### src/rtl/wave_flow_ctrl.sv
// Waveform playback controller: loads DAC samples into SDRAM, then replays them at a divided rate.
// Optional WAVE_UNDERRUN_CNT_EN adds a saturating underrun_cnt output.
module wave_flow_ctrl #(
  parameter int ADDR_NBIT  = 24,
  parameter int SDRAM_NBIT = 32,
  parameter int DAC_NBIT   = 20,
  parameter int DIV_NBIT   = 16
) (
  input  logic                  mclk,
  input  logic                  rst_n,
  input  logic                  start,
  input  logic                  stop,
  input  logic [ADDR_NBIT-1:0]  cfg_len,
  input  logic [DIV_NBIT-1:0]   cfg_div,
  input  logic [15:0]           cfg_loops,
  input  logic                  ld_dv,
  input  logic [DAC_NBIT-1:0]   ld_data,
  output logic                  ld_ready,
  output logic                  sdram_wren,
  output logic [ADDR_NBIT-1:0]  sdram_waddr,
  output logic [SDRAM_NBIT-1:0] sdram_wdata,
  input  logic                  sdram_wstatus,
  output logic                  sdram_rd,
  output logic [ADDR_NBIT-1:0]  sdram_raddr,
  input  logic [SDRAM_NBIT-1:0] sdram_rdata,
  input  logic                  sdram_rdv,
  input  logic                  sdram_rstatus,
  output logic                  dac_start,
  output logic                  dac_dv,
  output logic [DAC_NBIT-1:0]   dac_data,
  output logic                  done
`ifdef WAVE_UNDERRUN_CNT_EN
  ,
  output logic [15:0]           underrun_cnt
`endif
);

  typedef enum logic [1:0] {S_IDLE, S_LOAD, S_PLAY} state_e;

  state_e                state_q, state_d;
  logic [ADDR_NBIT-1:0]  len_q, len_d, wcnt_q, wcnt_d, rcnt_q, rcnt_d, waddr_q, waddr_d;
  logic [DIV_NBIT-1:0]   div_q, div_d, dcnt_q, dcnt_d;
  logic [15:0]           loop_q, loop_d;
  logic                  inf_q, inf_d, wren_q, wren_d, done_q, done_d;
  logic [SDRAM_NBIT-1:0] wdata_q, wdata_d;
  logic                  to_idle;
  logic                  unused_rdata;

  // wcnt reaching len means every sample has been accepted; hold off further loads.
  assign ld_ready  = (state_q == S_LOAD) && sdram_wstatus && !stop && (wcnt_q != len_q);
  assign dac_start = (state_q == S_PLAY) && (dcnt_q == '0);
  assign sdram_rd  = dac_start && sdram_rstatus && !stop;

  assign sdram_wren   = wren_q;
  assign sdram_waddr  = waddr_q;
  assign sdram_wdata  = wdata_q;
  assign sdram_raddr  = rcnt_q;
  assign done         = done_q;
  assign dac_dv       = sdram_rdv;
  assign dac_data     = sdram_rdata[DAC_NBIT-1:0];
  assign unused_rdata = ^sdram_rdata;

  always_comb begin
    state_d = state_q;
    len_d   = len_q;
    div_d   = div_q;
    loop_d  = loop_q;
    inf_d   = inf_q;
    wcnt_d  = wcnt_q;
    rcnt_d  = rcnt_q;
    dcnt_d  = dcnt_q;
    waddr_d = waddr_q;
    wdata_d = wdata_q;
    wren_d  = 1'b0;
    done_d  = 1'b0;
    to_idle = 1'b0;
    case (state_q)
      S_IDLE: begin
        if (start) begin
          state_d = S_LOAD;
          len_d   = (cfg_len == '0) ? ADDR_NBIT'(1) : cfg_len;
          div_d   = cfg_div;
          loop_d  = cfg_loops;
          inf_d   = (cfg_loops == '0);
          wcnt_d  = '0;
          rcnt_d  = '0;
          dcnt_d  = '0;
        end
      end
      S_LOAD: begin
        if (stop) begin
          to_idle = 1'b1;
        end else begin
          if (ld_dv && ld_ready) begin
            wren_d  = 1'b1;
            waddr_d = wcnt_q;
            wdata_d = SDRAM_NBIT'(ld_data);
            wcnt_d  = wcnt_q + ADDR_NBIT'(1);
          end
          if (wren_q && (waddr_q == len_q - ADDR_NBIT'(1))) begin
            state_d = S_PLAY;
            wcnt_d  = '0;
            rcnt_d  = '0;
            dcnt_d  = '0;
          end
        end
      end
      S_PLAY: begin
        if (stop) begin
          to_idle = 1'b1;
        end else begin
          dcnt_d = (dcnt_q == div_q) ? '0 : dcnt_q + DIV_NBIT'(1);
          // An underrun tick issues no read, so raddr simply holds.
          if (sdram_rd) begin
            if (rcnt_q == len_q - ADDR_NBIT'(1)) begin
              rcnt_d = '0;
              if (!inf_q) begin
                if (loop_q == 16'd1) to_idle = 1'b1;
                else                 loop_d  = loop_q - 16'd1;
              end
            end else begin
              rcnt_d = rcnt_q + ADDR_NBIT'(1);
            end
          end
        end
      end
      default: to_idle = 1'b1;
    endcase
    if (to_idle) begin
      state_d = S_IDLE;
      done_d  = 1'b1;
      wren_d  = 1'b0;
      wcnt_d  = '0;
      rcnt_d  = '0;
      dcnt_d  = '0;
      waddr_d = '0;
    end
  end

  always_ff @(posedge mclk or negedge rst_n) begin
    if (!rst_n) begin
      state_q <= S_IDLE;
      len_q   <= '0;
      div_q   <= '0;
      loop_q  <= '0;
      inf_q   <= 1'b0;
      wcnt_q  <= '0;
      rcnt_q  <= '0;
      dcnt_q  <= '0;
      waddr_q <= '0;
      wdata_q <= '0;
      wren_q  <= 1'b0;
      done_q  <= 1'b0;
    end else begin
      state_q <= state_d;
      len_q   <= len_d;
      div_q   <= div_d;
      loop_q  <= loop_d;
      inf_q   <= inf_d;
      wcnt_q  <= wcnt_d;
      rcnt_q  <= rcnt_d;
      dcnt_q  <= dcnt_d;
      waddr_q <= waddr_d;
      wdata_q <= wdata_d;
      wren_q  <= wren_d;
      done_q  <= done_d;
    end
  end

`ifdef WAVE_UNDERRUN_CNT_EN
  logic [15:0] ucnt_q, ucnt_d;

  always_comb begin
    ucnt_d = ucnt_q;
    if ((state_q == S_IDLE) && start)
      ucnt_d = '0;
    else if (dac_start && !sdram_rstatus && (ucnt_q != 16'hFFFF))
      ucnt_d = ucnt_q + 16'd1;
  end

  always_ff @(posedge mclk or negedge rst_n) begin
    if (!rst_n) ucnt_q <= '0;
    else        ucnt_q <= ucnt_d;
  end

  assign underrun_cnt = ucnt_q;
`endif

endmodule

### config.mk
export PLATFORM = sky130hd
export DESIGN_NAME = wave_flow_ctrl
export DESIGN_NICKNAME = d
export VERILOG_FILES = /design/src/rtl/wave_flow_ctrl.sv
export SDC_FILE = /design/constraint.sdc
export NUM_CORES = 1
export LEC_CHECK = 0
export BUFFER_PORTS_ARGS = -buffer_cell sky130_fd_sc_hd__buf_2
export CAP_MARGIN = 10
export CORE_UTILIZATION = 30
export CTS_CLUSTER_SIZE = 16
export DETAILED_ROUTE_END_ITERATION = 8
export PLACE_DENSITY_LB_ADDON = 0.2
export SLEW_MARGIN = 15
export SYNTH_ARGS = -nofsm -noshare
export SYNTH_HDL_FRONTEND = slang
export SYNTH_SLANG_ARGS = --single-unit
### constraint.sdc
create_clock -name mclk -period 8.44 [get_ports mclk]
set_input_delay 1.688 -clock mclk [delete_from_list [all_inputs] [get_ports mclk]]
set_output_delay 1.688 -clock mclk [all_outputs]
set_load 0.05 [all_outputs]
-- Word-level counts from Yosys, hierarchy flattened
Cells that the tools add are included.
- register bits: 169
- bits of input ports: 116
- output and inout port bits: 106
- word-level logic and storage cells: 113
- add/subtract/negate cells: 5
- equality and inequality tests: 20
- mux-type cells: 49
- bitwise gates (word level): 1
- reductions and logical operators: 26
- operators by type and width (operator ; count):
    $mux W24 ; 16
    $mux W16 ; 12
    $pmux W24 S3 ; 1
    $add A24 B1 Y24 const B ; 2
    $eq A24 B24 Y1 ; 2
    $pmux W16 S3 ; 1
    $pmux W24 S2 ; 1
    $logic_not A16 Y1 ; 2
    $pmux W16 S2 ; 1
    $logic_not A24 Y1 ; 1
    $ne A24 B24 Y1 ; 1
    $sub A24 B1 Y24 const B ; 1
    $add A16 B1 Y16 const B ; 1
    $eq A16 B1 Y1 const B ; 1
    $eq A16 B16 Y1 ; 1
    $sub A16 B1 Y16 const B ; 1
    $ne A3 B3 Y1 const B ; 4
    $mux W1 ; 11
    $ne A2 B2 Y1 const B ; 5
    $logic_and A1 B1 Y1 ; 8
    $mux W2 ; 4
    $reduce_and A4 Y1 ; 2
    $reduce_and A7 Y1 ; 1
    $reduce_and A3 Y1 ; 2
    other kinds (16) ; 19

-- Logic depth before layout (Yosys ltp)
- word-level depth: 10
- depth in mapped cells: 16
- depth with buffers taken out: 11

-- Worst setup path before layout
OpenSTA, ideal clock, no wires.
- path kind: in2out
- start: input stop
- end: output ld_ready
- arrival time: 3.479 ns
- required time: 6.752 ns
- path slack: 3.273 ns
- stages: 4
- buffers on the path: 1
- cells stage by stage: clkbuf_1 -> inv_1 -> nand3_1 -> a211oi_1
- longest elaborated chain between the ends: 3
- ends and longest elaborated chain (item ; RTL line ; RTL):
    start, declared ; 12 ; input logic stop,
    $logic_not A1 Y1 ; 50 ; assign ld_ready = (state_q == S_LOAD) && sdram_wstatus && !stop && (wcnt_q != len_q);
    $logic_and A1 B1 Y1 (2 in a row) ; 50 ;
    end, declared ; 18 ; output logic ld_ready,
No other way between the ends.

-- Worst setup path in the final report
- start: register len_q[4]
- end: register wcnt_q[14]
- longest elaborated chain between the ends: 8
- elaborated cells between the ends (all ways): 20
- classes of those cells: add/sub (1); eq/ne (6); mux (8); reduce/logical (5)
- ends and longest elaborated chain (item ; RTL line ; RTL):
    start, declared ; 41 ; logic [ADDR_NBIT-1:0] len_q, len_d, wcnt_q, wcnt_d, rcnt_q, rcnt_d, waddr_q, waddr_d;
    start signal, assigned ; 156 ; len_q <= len_d;
    $sub A24 B1 Y24 ; 100, 115 ;
    $eq A24 B24 Y1 ; 115 ; if (rcnt_q == len_q - ADDR_NBIT'(1)) begin
    $mux W1 ; 115 ;
    $mux W1 ; 114 ; if (sdram_rd) begin
    $mux W1 ; 109 ; if (stop) begin
    $pmux W1 S3 ; 77 ; case (state_q)
    $ne A4 B2 Y1 (no source line), or another cell as far along ; -- ;
    $reduce_and A4 Y1 (no source line) ; -- ;
    end signal, assigned ; 160 ; wcnt_q <= wcnt_d;
    end, declared ; 41 ;
Several ways; a longest one is shown, not always the timed one. The select of a mux whose other input is x is not followed.
A chain may end at the register's enable or synchronous reset.

==> results.toml <==
[global_route]
top_usage_layer = "met2"
grt_pass1_wl_um = 54300
grt_max_degree = 94
met1_usage_pct = 26.5
grt_pass1_vias = 9432
antenna_found_initial = 2
use_met3_pct = 4.47
global_route.overflow_total = 0
grt_use_total_pct = 19.6
use_met2_pct = 30.9

[critical_path]
worst_path_max_delay_cell = "a21oi_1"
worstSetupStartpoint = "len_q[4]"
crit_top_cell = "nand4_1"
arrival_ns = 5.91
crit-reg2reg-launch = "len_q[4]"
endpoint_kind = "flip-flop"
start_kind = "flip-flop"
cp.depth = 9
worstPathCellList = "nor3_2, nand4_1, nor3_1, o32ai_1, a2111oi_1, and2_1, nand4_1, a21oi_1, a31oi_1"
critical_path_required_ns = 8.72
path_delay_family = "simple AND/OR/NAND/NOR gates"
crit_fanout = 13
crit_path_max_incr_delay_ns = 0.93
worst_r2r_path_depth = 9
worstSetupPathType = "flip-flop to flip-flop"
crit_buf_inv = 0

[logic_synthesis]
seq_area_frac_synth_pct = 39.8
async_flop_share_pct = 100
syn_area_um2 = 10600
synth_flop_cell = "dfrtp_1"
syn_inst = 1295
ys_seq_elements = 169
syn_area_per_cell_um2 = 8.21
yosysWarningCount = 0
synth_edf_count = 0
ys_types = 74

[min_path]
min_from = "sdram_wdata[15]"
hold_depth = 2
hold_class = "flip-flop to flip-flop"

[power_and_ir_drop]
p_per_area_nw_per_um2 = 200
clkPwrFrac_pct = 31.6
seq_power_share_pct = 43.1
p_leak_nw = 5.36
peakVddDrop_mv = 0.165
p_int_w = 0.00150
switching_share_pct = 38.3
p_sw_w = 0.000931
pwr-share-comb_pct = 25.3

[drt]
first_iter_violations = 785
drt_wl_total_um = 34400
ant_nets = 0
first_pass_iters = 5
drc_errors = 0
wl_per_cell_um = 18.6
via_per_inst = 5.26
vias = 9725

[placed_design]
placed_area_um2 = 11600
port_buffers = 155
gp_congestion = 0.909
dp_hpwl_um = 25600
place_inst = 1816

[floorplan]
rows = 68
die_y_um = 190
die_w_um = 190
core_um2 = 34700
die_area_um2 = 36200
ios = 222
initial_core_util_pct = 30.6

[clocking]
h-tree-depth = 4
ctsHoldBuffers = 0
cts_made_buffers = 17
clk_latency_ns = 0.45
cts_tree = "yes"
clock-sinks = 169
cts_setup_buffers = 0
root_buffer = "clkbuf_16"
cts_buffer_depth = 2
clk_pin_slew_ns = 0.07
cts.repair.resized = 0

[timing]
finClkSkew_ns = 0.0136
finalMaxSlewViolations = 0
finalHoldViolCount = 0
whs_ns = 0.474
rsz0062_at_grt = "false"
tns_ns = 0
max_freq_mhz = 178
worst_slew_pin_slew_ns = 1.14
period_share_pct = 66.7
setup_viol = 0
slew-limit-headroom_pct = 23.6
finalCriticalPeriod_ns = 5.63

[final_layout]
area_delta_synth_final_pct = 14.3
antenna_cells = 0
nets = 1503
fill_cells = 3697
stdcell_count = 1848
layout-drive-gt1-share_pct = 16.3
postLayoutCoreUtil_pct = 35.0
final_area_um2 = 12200

[outcome]
status = "complete, no violations"

[flow_run]
maxCapViolations = 0
stage by stage:
step                setup WS [ns]  power [W]
global placement             3.02    0.00167
finish                       2.81    0.00243
global route                 2.54    0.00256
floorplan                    3.27    0.00150
CTS                          2.87    0.00245
detailed placement           2.88    0.00167
layer usage:
layer | part of all wire (%) | up-vias | routed length [um]
met5 | 0.079 | - | 27
met3 | 6.3 | 44 | 2180
met4 | 2.1 | 4 | 711
met2 | 46 | 313 | 15900
met1 | 45 | 4674 | 15600
li1 | - | 4690 | -
tightest hold or removal path, cell delays in order, from the launching register on:
cell and delay [ns]:
dfrtp_1 0.34, nand2_1 0.05, nand2_1 0.05
registers in the layout, summed over array words and instances (netlist names):
name and count:
sdram_raddr 24, loop_q 16, len_q 24, sdram_wren 1
wcnt_q 24, done 1, inf_q 1, dcnt_q 16
sdram_waddr 24, sdram_wdata 20, div_q 16, state_q 2
cell usage after synthesis (15+ instances only):
cell | number | share of area (%)
nand2_1 | 252 | 8.9
nor4_1 | 25 | 1.5
nand3_1 | 45 | 2.1
a211oi_1 | 18 | 1.3
clkbuf_1 | 68 | 2.4
nor3_1 | 48 | 2.3
and3_1 | 25 | 1.5
a31oi_1 | 21 | 1.2
nand2b_1 | 15 | 0.88
a22o_1 | 26 | 2.1
dfrtp_1 | 169 | 40
nand4_1 | 29 | 1.7
or3_1 | 18 | 1.1
buf_4 | 33 | 2.3
a21oi_1 | 39 | 1.8
o21ai_0 | 62 | 2.9
inv_1 | 46 | 1.6
nor2_1 | 75 | 2.6
xnor2_1 | 80 | 6.6
xor2_1 | 18 | 1.5
final cells by class:
class / instances / area (um2) / area share (%)
multi-input cells: 978 / 5750 / 47.3
clock buffers: 17 / 425 / 3.50
clock inverters: 15 / 128 / 1.05
well taps: 455 / 569 / 4.68
inverters: 46 / 173 / 1.42
flip-flops and latches: 169 / 4230 / 34.8
repair buffers: 168 / 880 / 7.24
cell usage in the layout (no fill, tap or decap), drive strengths merged, types with 4 or more instances in the layout:
master   instances
nand3           45
a211o            9
o2111ai          4
nor2            75
a21boi           4
conb            12
or3             18
and2            13
ha               7
xnor2           80
nand2b          15
nand3b           4
clkbuf          17
and3            25
nand4           29
a31oi           21
nand2          252
a22o            26
buf            168
o21ai           71
mux2i            8
or2              5
xor2            18
and4            11
or4             13
a21o             9
nor4            27
a211oi          19
dfrtp          169
inv             56
nor3            50
o21bai           4
a21oi           40
o211ai           6
nor2b            9
final timing paths:
kind	to	slack [ns]
max	wcnt_q[14]	2.81
max reg2reg	wcnt_q[14]	2.81
min	sdram_wdata[15]	0.47
max in group asynchronous	div_q[6]	5.55
min reg2reg	sdram_wdata[15]	0.47
min in group asynchronous	sdram_raddr[14]	1.34
kinds of logic after synthesis:
family	Yosys count	synth area share [%]
other	1	0.0353
xor gates and xnor gates	98	8.07
adders and majority gates	7	0.823
AOI/OAI and AO/OA	249	15.8
buffers and inverters	159	6.84
and+or+nand+nor	602	27.7
DFF	169	39.8
muxes	10	0.965
power groups by stage:
stage	Combinational, W	Clock (W)	Sequential, W
6_report	0.000615	0.000770	0.00105
5_1_grt	0.000679	0.000825	0.00106
3_5_place_dp	0.000615	0	0.00106
3_3_place_gp	0.000612	0	0.00106
2_1_floorplan	0.000434	0	0.00106
4_1_cts	0.000617	0.000793	0.00104
No activity file was read; power rests on OpenSTA's default activity.
